`src/rtl/fetch_unit_pkg.sv`:
```
`default_nettype none
// ============================================================================
// Module : fetch_unit_pkg
// Brief  : Shared CPU fetch definitions: state encoding, reset PC, NOP word.
// Rev    : 1.0  initial release
// ============================================================================
package fetch_unit_pkg;

    typedef enum logic [1:0] {
        ST_FETCH   = 2'd0,
        ST_HOLD    = 2'd1,
        ST_DISCARD = 2'd2
    } fetch_state_t;

    localparam logic [31:0] c_RESET_PC   = 32'h0000_0000;
    localparam logic [31:0] c_NOP        = 32'h0000_0000;
    localparam logic [31:0] c_INSN_BYTES = 32'd4;

    // Sequential successor; wraps modulo 2^32, low bits pass through.
    function automatic logic [31:0] next_pc(input logic [31:0] addr);
        return addr + c_INSN_BYTES;
    endfunction

endpackage
`default_nettype wire

```
`src/rtl/fetch_unit_if.sv`:
```
`default_nettype none
// ============================================================================
// Module : fetch_unit_if
// Brief  : Instruction-memory request/acknowledge bus.
// Rev    : 1.0  initial release
// ============================================================================
interface fetch_unit_if;
    logic        imemReq;
    logic [31:0] imemAddr;
    logic        imemAck;
    logic [31:0] imemData;

    modport master (output imemReq, output imemAddr, input imemAck, input imemData);
    modport slave  (input imemReq, input imemAddr, output imemAck, output imemData);
endinterface
`default_nettype wire

```
`src/rtl/fetch_unit.sv`:
```
`default_nettype none
// ============================================================================
// Module : fetch_unit
// Brief  : Instruction fetch stage with stall buffering and redirect discard.
// Rev    : 1.0  initial release
// ============================================================================
module fetch_unit
    import fetch_unit_pkg::*;
#(
    parameter logic [31:0] RESET_PC = c_RESET_PC,
    parameter logic [31:0] NOP      = c_NOP
) (
    input  wire logic        clk,
    input  wire logic        rst,
    input  wire logic        stall,
    input  wire logic        redirect,
    input  wire logic [31:0] redirectPC,
    fetch_unit_if.master     imem,
    output logic      [31:0] PCOut,
    output logic      [31:0] instructionOut,
    output logic             validOut
);

    fetch_state_t r_state, w_state;
    logic [31:0]  r_pc, w_pc;
    logic [31:0]  r_reqAddr, w_reqAddr;
    logic [31:0]  r_holdBuf, w_holdBuf;
    logic [31:0]  r_holdPC, w_holdPC;
    logic [31:0]  r_pcOut, w_pcOut;
    logic [31:0]  r_instr, w_instr;
    logic         r_valid, w_valid;
    logic [31:0]  w_seqPC;
    logic         w_ack;

    assign w_seqPC = next_pc(r_reqAddr);
    assign w_ack   = imem.imemAck;

    // Control: state, fetch address, request address and hold buffer.
    always_comb begin
        w_state   = r_state;
        w_pc      = r_pc;
        w_reqAddr = r_reqAddr;
        w_holdBuf = r_holdBuf;
        w_holdPC  = r_holdPC;
        case (r_state)
            ST_FETCH: begin
                if (redirect) begin
                    w_pc = redirectPC;
                    if (w_ack) w_reqAddr = redirectPC;
                    else       w_state   = ST_DISCARD;
                end else if (w_ack) begin
                    if (stall) begin
                        w_holdBuf = imem.imemData;
                        w_holdPC  = w_seqPC;
                        w_state   = ST_HOLD;
                    end else begin
                        w_pc      = w_seqPC;
                        w_reqAddr = w_seqPC;
                    end
                end
            end
            ST_HOLD: begin
                if (redirect) begin
                    w_pc      = redirectPC;
                    w_reqAddr = redirectPC;
                    w_state   = ST_FETCH;
                end else if (!stall) begin
                    w_pc      = r_holdPC;
                    w_reqAddr = r_holdPC;
                    w_state   = ST_FETCH;
                end
            end
            ST_DISCARD: begin
                // The stale word is dropped; the newest redirect target is fetched next.
                if (redirect) w_pc = redirectPC;
                if (w_ack) begin
                    w_reqAddr = redirect ? redirectPC : r_pc;
                    w_state   = ST_FETCH;
                end
            end
            default: w_state = ST_FETCH;
        endcase
    end

    // Output slot: redirect forces a bubble, otherwise stall freezes it.
    always_comb begin
        w_pcOut = r_pcOut;
        w_instr = r_instr;
        w_valid = r_valid;
        if (redirect) begin
            w_instr = NOP;
            w_valid = 1'b0;
        end else if (!stall) begin
            if (r_state == ST_FETCH && w_ack) begin
                w_pcOut = w_seqPC;
                w_instr = imem.imemData;
                w_valid = 1'b1;
            end else if (r_state == ST_HOLD) begin
                w_pcOut = r_holdPC;
                w_instr = r_holdBuf;
                w_valid = 1'b1;
            end else begin
                w_instr = NOP;
                w_valid = 1'b0;
            end
        end
    end

    always_ff @(posedge clk) begin
        if (rst) begin
            r_state   <= ST_FETCH;
            r_pc      <= RESET_PC;
            r_reqAddr <= RESET_PC;
            r_holdBuf <= NOP;
            r_holdPC  <= 32'h0;
            r_pcOut   <= 32'h0;
            r_instr   <= NOP;
            r_valid   <= 1'b0;
        end else begin
            r_state   <= w_state;
            r_pc      <= w_pc;
            r_reqAddr <= w_reqAddr;
            r_holdBuf <= w_holdBuf;
            r_holdPC  <= w_holdPC;
            r_pcOut   <= w_pcOut;
            r_instr   <= w_instr;
            r_valid   <= w_valid;
        end
    end

    assign imem.imemReq   = (r_state != ST_HOLD);
    assign imem.imemAddr  = r_reqAddr;
    assign PCOut          = r_pcOut;
    assign instructionOut = r_instr;
    assign validOut       = r_valid;

endmodule
`default_nettype wire

```
`src/flat_wrapper.sv`:
```
// flat-port wrapper written by rule: the top's interface ports become plain ports
module fetch_unit_flat import fetch_unit_pkg::*;
#(
    parameter logic [31:0] RESET_PC = c_RESET_PC,
    parameter logic [31:0] NOP      = c_NOP
)
  (clk, rst, stall, redirect, redirectPC, PCOut, instructionOut, validOut, imem_imemReq, imem_imemAddr, imem_imemAck, imem_imemData);
  fetch_unit_if imem_i ();
  input  wire logic clk;
  input  wire logic rst;
  input  wire logic stall;
  input  wire logic redirect;
  input  wire logic [31:0] redirectPC;
  output logic      [31:0] PCOut;
  output logic      [31:0] instructionOut;
  output logic validOut;
  output wire logic [$bits(imem_i.imemReq)-1:0] imem_imemReq;
  output wire logic [$bits(imem_i.imemAddr)-1:0] imem_imemAddr;
  input wire logic [$bits(imem_i.imemAck)-1:0] imem_imemAck;
  input wire logic [$bits(imem_i.imemData)-1:0] imem_imemData;
  assign imem_imemReq = imem_i.imemReq;
  assign imem_imemAddr = imem_i.imemAddr;
  assign imem_i.imemAck = imem_imemAck;
  assign imem_i.imemData = imem_imemData;
  fetch_unit #(.RESET_PC(RESET_PC), .NOP(NOP)) u_core (.clk(clk), .rst(rst), .stall(stall), .redirect(redirect), .redirectPC(redirectPC), .imem(imem_i), .PCOut(PCOut), .instructionOut(instructionOut), .validOut(validOut));
endmodule
```
`config.mk`:
```
export PLATFORM = sky130hd
export DESIGN_NAME = fetch_unit_flat
export DESIGN_NICKNAME = d
export VERILOG_FILES = /design/src/rtl/fetch_unit_pkg.sv /design/src/rtl/fetch_unit_if.sv /design/src/rtl/fetch_unit.sv /design/src/flat_wrapper.sv
export SDC_FILE = /design/constraint.sdc
export NUM_CORES = 1
export LEC_CHECK = 0
export ABC_AREA = 1
export BUFFER_PORTS_ARGS = -buffer_cell sky130_fd_sc_hd__buf_2
export CELL_PAD_IN_SITES_DETAIL_PLACEMENT = 2
export CELL_PAD_IN_SITES_GLOBAL_PLACEMENT = 2
export CORE_MARGIN = 2
export CORE_UTILIZATION = 27
export CTS_BUF_LIST = sky130_fd_sc_hd__clkbuf_8 sky130_fd_sc_hd__clkbuf_16
export DETAILED_ROUTE_END_ITERATION = 16
export PLACE_DENSITY_LB_ADDON = 0.1
export REMOVE_ABC_BUFFERS = 1
export SETUP_SLACK_MARGIN = 0.05
export SYNTH_ARGS = -nofsm -noshare
export SYNTH_HDL_FRONTEND = slang
export SYNTH_SLANG_ARGS = --single-unit
```
`constraint.sdc`:
```
create_clock -name clk -period 1.85 [get_ports clk]
set_input_delay 0.2775 -clock clk [delete_from_list [all_inputs] [get_ports clk]]
set_output_delay 0.2775 -clock clk [all_outputs]
set_load 0.05 [all_outputs]
```
## After elaboration in Yosys (flattened, before gate mapping)

Index checks and enable logic that the tools add are counted.

- Word-level logic and storage cells: 56
- Register bits after elaboration: 195
- Bits of input ports: 69
- Output and inout bits: 98

- Reductions and logical operators: 10
- $add $sub $neg: 1
- Multiplexer cells: 25
- Bitwise operators: 2
- Equal/unequal tests: 10

Operators by type and width:

| cell | count |
|---|---|
| $mux 32 | 13 |
| $pmux 32 s3 | 2 |
| $add 32x3->32 const B | 1 |
| $ne 3x3->1 const B | 5 |
| $mux 2 | 7 |
| $reduce_and 5->1 | 2 |
| $reduce_and 4->1 | 2 |
| $pmux 2 s3 | 1 |
| $ne 2x2->1 const B | 2 |
| $reduce_and 3->1 | 1 |
| $reduce_bool 3->1 | 1 |
| $eq 2x1->1 const B | 1 |
| $eq 2x2->1 const B | 1 |
| $logic_not 2->1 | 1 |
| $mux 1 | 2 |
| $ne 2x1->1 const B | 1 |
| $not 1->1 | 2 |
| $reduce_bool 2->1 | 1 |
| $reduce_or 2->1 | 1 |
| $logic_and 1x1->1 | 1 |

## Depth between registers and ports, before layout

Gate-level depths: netlist of the first run.

- Word-level depth: 5
- Mapped depth: 13
- Gate-level depth less buffers: 12

## Worst setup path before layout of the first run

No wires, ideal clock.

- Kind: register to register
- From: register u_core.r_reqAddr[3] (netlist: u_core.imem.imemAddr[3])
- To: register u_core.r_reqAddr[18] (netlist: u_core.imem.imemAddr[18])
- Path buffers: 0
- Period minus slack after synthesis: 2057 ps
- Arrival: 1948 ps
- Data required time: 1741 ps
- Slack: -207 ps
- Library setup time: 109 ps
- Cell stages (with the launch flop): 12
- Path through: dfxtp_1 > ha_1 > nand2_1 > nor2_1 > nand2_1 > nor2_2 > xor2_1 > nand2_1 > nand2_1 > nand3_1 > nand2_1 > inv_1

- Cells in the longest elaborated chain, start to end: 5

RTL lines:

| element | line | RTL |
|---|---|---|
| start, declared | fetch_unit.sv:26 | `logic [31:0] r_reqAddr, w_reqAddr;` |
| start signal, assigned | fetch_unit.sv:122 | `r_reqAddr <= w_reqAddr;` |
| $add 32x3->32 | fetch_unit_pkg.sv:21 | `return addr + c_INSN_BYTES;` |
| $mux 32 | fetch_unit.sv:52 | `if (stall) begin` |
| $mux 32 | fetch_unit.sv:51 | `end else if (w_ack) begin` |
| $mux 32 | fetch_unit.sv:47 | `if (redirect) begin` |
| $pmux 32 s3 | fetch_unit.sv:45 | `case (r_state)` |

Every way passes these cells. The select of a mux whose other input is x is not followed.
A chain may end at the register's enable or synchronous reset.

## Final worst setup path of the first run

- From: register u_core.r_state[0]
- To: register u_core.r_reqAddr[12] (netlist: u_core.imem.imemAddr[12])

- Cells in the longest elaborated chain, start to end: 3
- Elaborated cells on any way between the ends: 10
- Classes of those cells: eq/ne (6); mux (1); reduce/logical (3)

RTL lines:

| element | line | RTL |
|---|---|---|
| start, declared | fetch_unit.sv:24 | `fetch_state_t r_state, w_state;` |
| start signal, assigned | fetch_unit.sv:120 | `r_state <= w_state;` |
| $eq 2x1->1, or another cell as far along | fetch_unit.sv:45 |  |
| $ne 3x3->1 (no line), or another cell as far along | -- |  |
| $reduce_and 5->1 (no line) | -- |  |

Parallel ways exist; a longest one is shown, timed or not.

==> impl_metrics.json, run 1 <==
{
  "grt_use_total_pct": 22.5,
  "dp_cells": 2065,
  "clk-insertion-delay-late_ns": 0.46,
  "worst_ir_drop_vdd_uv": 860,
  "synth-main-ff-cell": "dfxtp_1",
  "setup.worst_path.start": "u_core.r_state[0]",
  "synth_edf_count": 0,
  "cpMostUsedCell": "buf_12",
  "clock.fmax_ghz": 0.543,
  "r2r_start": "u_core.r_state[0]",
  "cts_buffer_depth": 2,
  "cts_inserted_buffers": 17,
  "ys_seq_elements": 195,
  "ys_top_cells_by_count": "nand2_1, dfxtp_1, o21ai_0",
  "cts_root_buffer": "clkbuf_16",
  "drt_iter0_drc": 392,
  "cp_num_buf_inv": 6,
  "antenna_left": 0,
  "vias": 10500,
  "synth_cell_types": 32,
  "initial_core_util_pct": 27.5,
  "gp_congestion": 0.795,
  "critPathTopFamily": "buffers and inverters",
  "period_share_pct": 99.5,
  "first_global_vias": 11100,
  "synth_top_area_share_pct": 41.0,
  "yosysMostFrequentCell": "nand2_1",
  "path_depth": 11,
  "final_layout_size_suffix_gt1_share_pct": 28.4,
  "syn_inst": 1431,
  "path_max_fanout": 9,
  "hp-class": "primary input to flip-flop",
  "setup_viol": 0,
  "dr.pass1.iters": 4,
  "clock_sink_count": 195,
  "fin_worst_skew_ns": 0.0168,
  "io_pins": 167,
  "cts_tree": "done",
  "min_from": "imem_imemData[31]",
  "fin_nets": 1721,
  "avgSynthCellArea_um2": 6.65,
  "min_period_ns": 1.84,
  "die_x_um": 192,
  "worst_r2r_endpoint": "u_core.imem.imemAddr[12]",
  "power_uw": 22300,
  "instances_no_fill": 2115,
  "async_flop_share_pct": 0,
  "crit_end": "u_core.imem.imemAddr[12]",
  "vias_per_cell": 4.99,
  "yosysWarnings": 0,
  "crit_chain": "inv_2, buf_6, ha_4, inv_4, nor2_4, nor4_4, buf_12, buf_12, nand3_2, nand2_1, inv_1",
  "rr_worst_depth": 11,
  "critical_path.max_stage_delay_ns": 0.35,
  "slew_viol_final": 0,
  "postCtsHoldBufs": 0,
  "slowest_stage": "dfxtp_2",
  "die_h_um": 192,
  "io_buffers": 166,
  "dieArea_mm2": 0.0368,
  "ys_seq_area_share_pct": 41.0,
  "grt_max_degree": 66,
  "maxCapViolCount": 0,
  "dp.final_hpwl_um": 28200,
  "rows": 68,
  "slew-limit-headroom_pct": 61.6,
  "area_growth_pct": 38.1,
  "fin_util_pct": 38.0,
  "synthTopCellsByArea": "dfxtp_1, nand2_1, o21ai_0",
  "clkTransAtPathRegs_ns": 0.07,
  "outcome": "finished clean",
  "htree_levels": 4,
  "cp-end-kind": "flip-flop",
  "tightest_slew_ns": 0.576,
  "wire_per_inst_um": 19.8,
  "grt_pass1_wl_um": 63700,
  "remaining_drc_errors": 0,
  "rrSetupSlack_ns": 0.009,
  "arrival_ns": 2.19,
  "diodes": 0,
  "antenna_found_initial": 0,
  "p_per_area_mw_per_mm2": 1700,
  "crit_required_ns": 2.19,
  "synth.largest_area_cell": "dfxtp_1",
  "startpoint_type": "flip-flop",
  "crit_type": "flip-flop to flip-flop",
  "grt-ovfl-total": 0,
  "power_leakage_uw": 0.00579,
  "core_region_area_mm2": 0.0346,
  "netlist_area_mm2": 0.00952,
  "finalHoldViolCount": 0,
  "rsz0062_at_grt": "yes",
  "drt-total-wl_um": 41800
}
==> registers in the layout (all words and copies together) (netlist names) <==
register	flops
u_core.PCOut	32
u_core.imem.imemAddr	32
u_core.instructionOut	32
u_core.r_holdBuf	32
u_core.r_holdPC	32
u_core.r_pc	32
u_core.r_state	2
u_core.validOut	1
==> cell families after synthesis <==
family	count (synthesis)	share of synthesized area, %
DFF	195	41.0
adders and majority gates	4	0.526
xor gates and xnor gates	15	1.38
buffers and inverters	218	9.01
and+or+nand+nor	585	25.0
AOI/OAI and AO/OA	414	23.1
==> per-layer routing <==
metal | GRT usage, % | part of all wire [%] | up-vias
met5 | 0 | 0 | -
met3 | 2.56 | 2.7 | 24
met4 | 4.50 | 0.82 | 0
met1 | 29.5 | 47 | 5240
li1 | - | - | 5123
met2 | 39.6 | 49 | 159
==> area by class of cell <==
type | instances | area [µm²]
timing repair inverter | 1 | 11.3
inverter | 118 | 463
tap | 455 | 569
fill | 4151 | 21500
clock inverter | 14 | 199
sequential | 195 | 3920
timing repair buffer | 297 | 2230
multi-input combinational | 1018 | 5330
clock buffer | 17 | 425
==> metrics by stage <==
step	setup WS (ns)	area, µm²	hold slack, ns	setup TNS [ns]
floorplan	-2.04	9110	0.347	-298.90
global placement	-0.0997	11600	0.460	-0.289
detailed placement	-0.178	11600	0.472	-3.99
CTS	-0.0107	12400	0.0561	-0.0107
global route	-0.0854	13100	0.0664	-1.31
finish	0.00873	13100	0.0743	0
==> cell usage in the layout (no fill, tap or decap), types with 18 or more instances in the layout <==
cell type and instances:
buf_2 165, a21oi_1 148, o21ai_0 142, inv_1 106, dfxtp_1 186, nor2_1 114, nand2_1 317, nand3_1 68
a31oi_1 38, a21oi_2 19, o21ai_1 22, nor2_2 20, buf_12 18, buf_4 89, nand2_2 25, clkbuf_16 19
==> worst min-delay path, cell delays in order <==
cell and delay, ns:
buf_2 0.09, nor2_1 0.04, nor2_1 0.08
==> how the worst min path moves through the flow <==
stage / end / slack (ns) / cells past startpoint
3_5_place_dp: u_core.r_holdPC[0] / 0.47 / 2
2_1_floorplan: u_core.r_holdPC[10] / 0.35 / 1
3_3_place_gp: u_core.r_holdPC[2] / 0.46 / 2
6_report: u_core.r_holdBuf[31] / 0.07 / 3
5_1_grt: u_core.r_holdBuf[21] / 0.07 / 3
4_1_cts: u_core.r_holdBuf[1] / 0.06 / 3
==> where the power goes <==
part	switching (µW)	internal [µW]
registers	730	5170
clock network	1780	2370
logic	7900	4380
==> what timing repair did <==
action	4_1_cts	5_1_grt
pin swaps	0	27
endpoints found under the setup margin	156	195
buffers inserted	1	12
resized for setup	49	175
gates cloned	3	3
(Power assumes the default switching activity.)
==> inputs of run 2 (changes only) <==
CORE_UTILIZATION = 33   (was 27)
clock period = 2.39 ns   (was 1.85 ns; I/O delays follow)
==> run 2 against run 1 <==
Cell count shrank 8.0%. First-iteration DRC count grew 42%. Critical path depth shrank 1. Sequential share of layout area grew 4.4 points. Combinational power shrank 44%. Register-to-register slack gained 0.25 ns. Die area shrank 18%. Global-route usage grew 3.4 points. Count of clock-buffer cells in the layout is the same. Clock power shrank 24%. Critical path type unchanged. Largest cell class unchanged.
==> impl_metrics.json, run 2 (synthesis results as in run 1) <==
{
  "outcome": "finished clean",
  "met3_usage_pct": 3.42,
  "maxCapViolCount": 0,
  "cts_setup_buffers": 0,
  "min_period_ns": 2.14,
  "htree_levels": 4,
  "period_share_pct": 89.4,
  "multi_input_area_mm2": 0.00479,
  "drt-total-wl_um": 38300,
  "met1_usage_pct": 32.8,
  "drt_iter0_drc": 558,
  "first_global_vias": 11100,
  "clock_sink_count": 195,
  "min_from": "imem_imemData[7]",
  "tightest_slew_ns": 0.616,
  "fin_nets": 1622,
  "layout_commonest_cell": "nand2_1",
  "cts_inserted_buffers": 17,
  "vias_per_cell": 5.29,
  "rows": 62,
  "setup.worst_path.start": "u_core.r_state[0]",
  "cp-end-kind": "flip-flop",
  "gp_congestion": 0.785,
  "die_h_um": 174,
  "rrSetupSlack_ns": 0.25,
  "use_met2_pct": 46.2,
  "finalSetupTns_ns": 0,
  "grt_max_degree": 67,
  "r2r_start": "u_core.r_state[0]",
  "p_per_area_mw_per_mm2": 1280,
  "cts_tree": "done",
  "cp_num_buf_inv": 2,
  "worst_ir_drop_vdd_uv": 487,
  "diodes": 0,
  "clkTransAtPathRegs_ns": 0.09,
  "postCtsHoldBufs": 0,
  "antenna_left": 0,
  "slew-limit-headroom_pct": 58.9,
  "grt_use_total_pct": 25.8,
  "setup_viol": 0,
  "startpoint_type": "flip-flop",
  "fin_worst_skew_ns": 0.0219,
  "die_x_um": 174,
  "dr.pass1.iters": 4,
  "arrival_ns": 2.51,
  "crit_type": "flip-flop to flip-flop",
  "dp.final_hpwl_um": 25000,
  "top_usage_layer": "met2",
  "worst_r2r_endpoint": "u_core.r_state[0]",
  "cts_buffer_depth": 2,
  "critPathTopFamily": "simple AND/OR/NAND/NOR gates",
  "cts_root_buffer": "clkbuf_16",
  "wire_per_inst_um": 19.7,
  "finalHoldViolCount": 0,
  "critical_path.max_stage_delay_ns": 0.36,
  "path_max_fanout": 66,
  "slowest_stage": "dfxtp_1",
  "core_region_area_mm2": 0.0285,
  "clk-insertion-delay-late_ns": 0.45,
  "area_growth_pct": 19.8,
  "io_pins": 167,
  "crit_chain": "inv_1, ha_2, nand2_2, buf_12, nand2_1, nand2_1, nand3b_1, nor2_1, o21ai_0, a21oi_1",
  "final-seq-area_mm2": 0.00390,
  "vias": 10300,
  "power_uw": 14700,
  "slew_viol_final": 0,
  "final_layout_size_suffix_gt1_share_pct": 16.5,
  "dieArea_mm2": 0.0302,
  "hold_depth": 3,
  "whs_endpoint": "u_core.r_holdBuf[7]",
  "crit_required_ns": 2.76,
  "hp-class": "primary input to flip-flop",
  "initial_core_util_pct": 33.4,
  "rr_worst_depth": 10,
  "grt_pass1_wl_um": 62100,
  "power_leakage_uw": 0.00511,
  "fillers": 3567,
  "rsz0062_at_grt": "yes",
  "clock.fmax_ghz": 0.468,
  "cpMostUsedCell": "nand2_1",
  "remaining_drc_errors": 0,
  "antenna_found_initial": 0,
  "io_buffers": 166,
  "layout_common_cells": "nand2_1, dfxtp_1, o21ai_0",
  "grt-ovfl-total": 0
}
run 2: cell count changes in the layout (fill, tap and decap cells not counted), sizes merged:
cell and delta:
inv +2, buf -96, clkbuf -2, clkinv +5
clkinvlp -4, bufinv -3
run 2: layout make-up:
cell class,instances,share of cell area [%]
flip-flops and latches,195,34.2
repair buffers,199,10.1
multi-input cells,1018,42.0
well taps,384,4.21
inverters,118,3.88
clock buffers,17,3.73
clock inverters,15,1.79
run 2: per-layer routing:
layer	up-vias	share of wire, %
li1	4925	-
met3	37	3.1
met2	178	49
met5	-	0
met1	5149	46
met4	0	1.6
run 2: worst max path at each step:
stage | endpoint | slack, ns | cells past startpoint
CTS | u_core.r_holdPC[24] | 0.12 | 11
detailed placement | u_core.r_pc[18] | 0.24 | 11
floorplan | u_core.r_pc[10] | -1.50 | 10
global route | u_core.r_pc[30] | 0.03 | 11
global placement | u_core.imem.imemAddr[18] | 0.40 | 11
finish | u_core.r_state[0] | 0.25 | 10
run 2: worst reg2reg max path, delay by kind of cell, from the launching register on:
kind,cells,cell delay (ns)
AO/OA/AOI/OAI,2,0.32
flip-flops,1,0.36
buffers and inverters,2,0.45
AND/OR/NAND/NOR,5,0.67
adder cells (fa/ha/maj),1,0.26
run 2: stage by stage:
step	util (%)	hold WS [ns]	worst slack [ns]	instances	area, µm²
4_1_cts	39.9	0.133	0.120	1946	11400
5_1_grt	40.0	0.147	0.0310	1946	11400
6_report	40.0	0.146	0.254	1946	11400
3_5_place_dp	37.7	0.469	0.244	1914	10800
2_1_floorplan	-	0.428	-1.50	1331	9110
3_3_place_gp	37.7	0.458	0.399	1914	10800
run 2: timing repair:
action,4_1_cts,5_1_grt
setup endpoints to repair,1,8
gates cloned,0,0
gates resized for setup,1,4
run 2: report_power, final:
part / internal, µW / leakage (µW) / switching [µW]
combinational: 1850 / 0.00321 / 4990
sequential: 3980 / 0.00160 / 677
clock: 1610 / 0.000307 / 1540
total: 7440 / 0.00511 / 7210
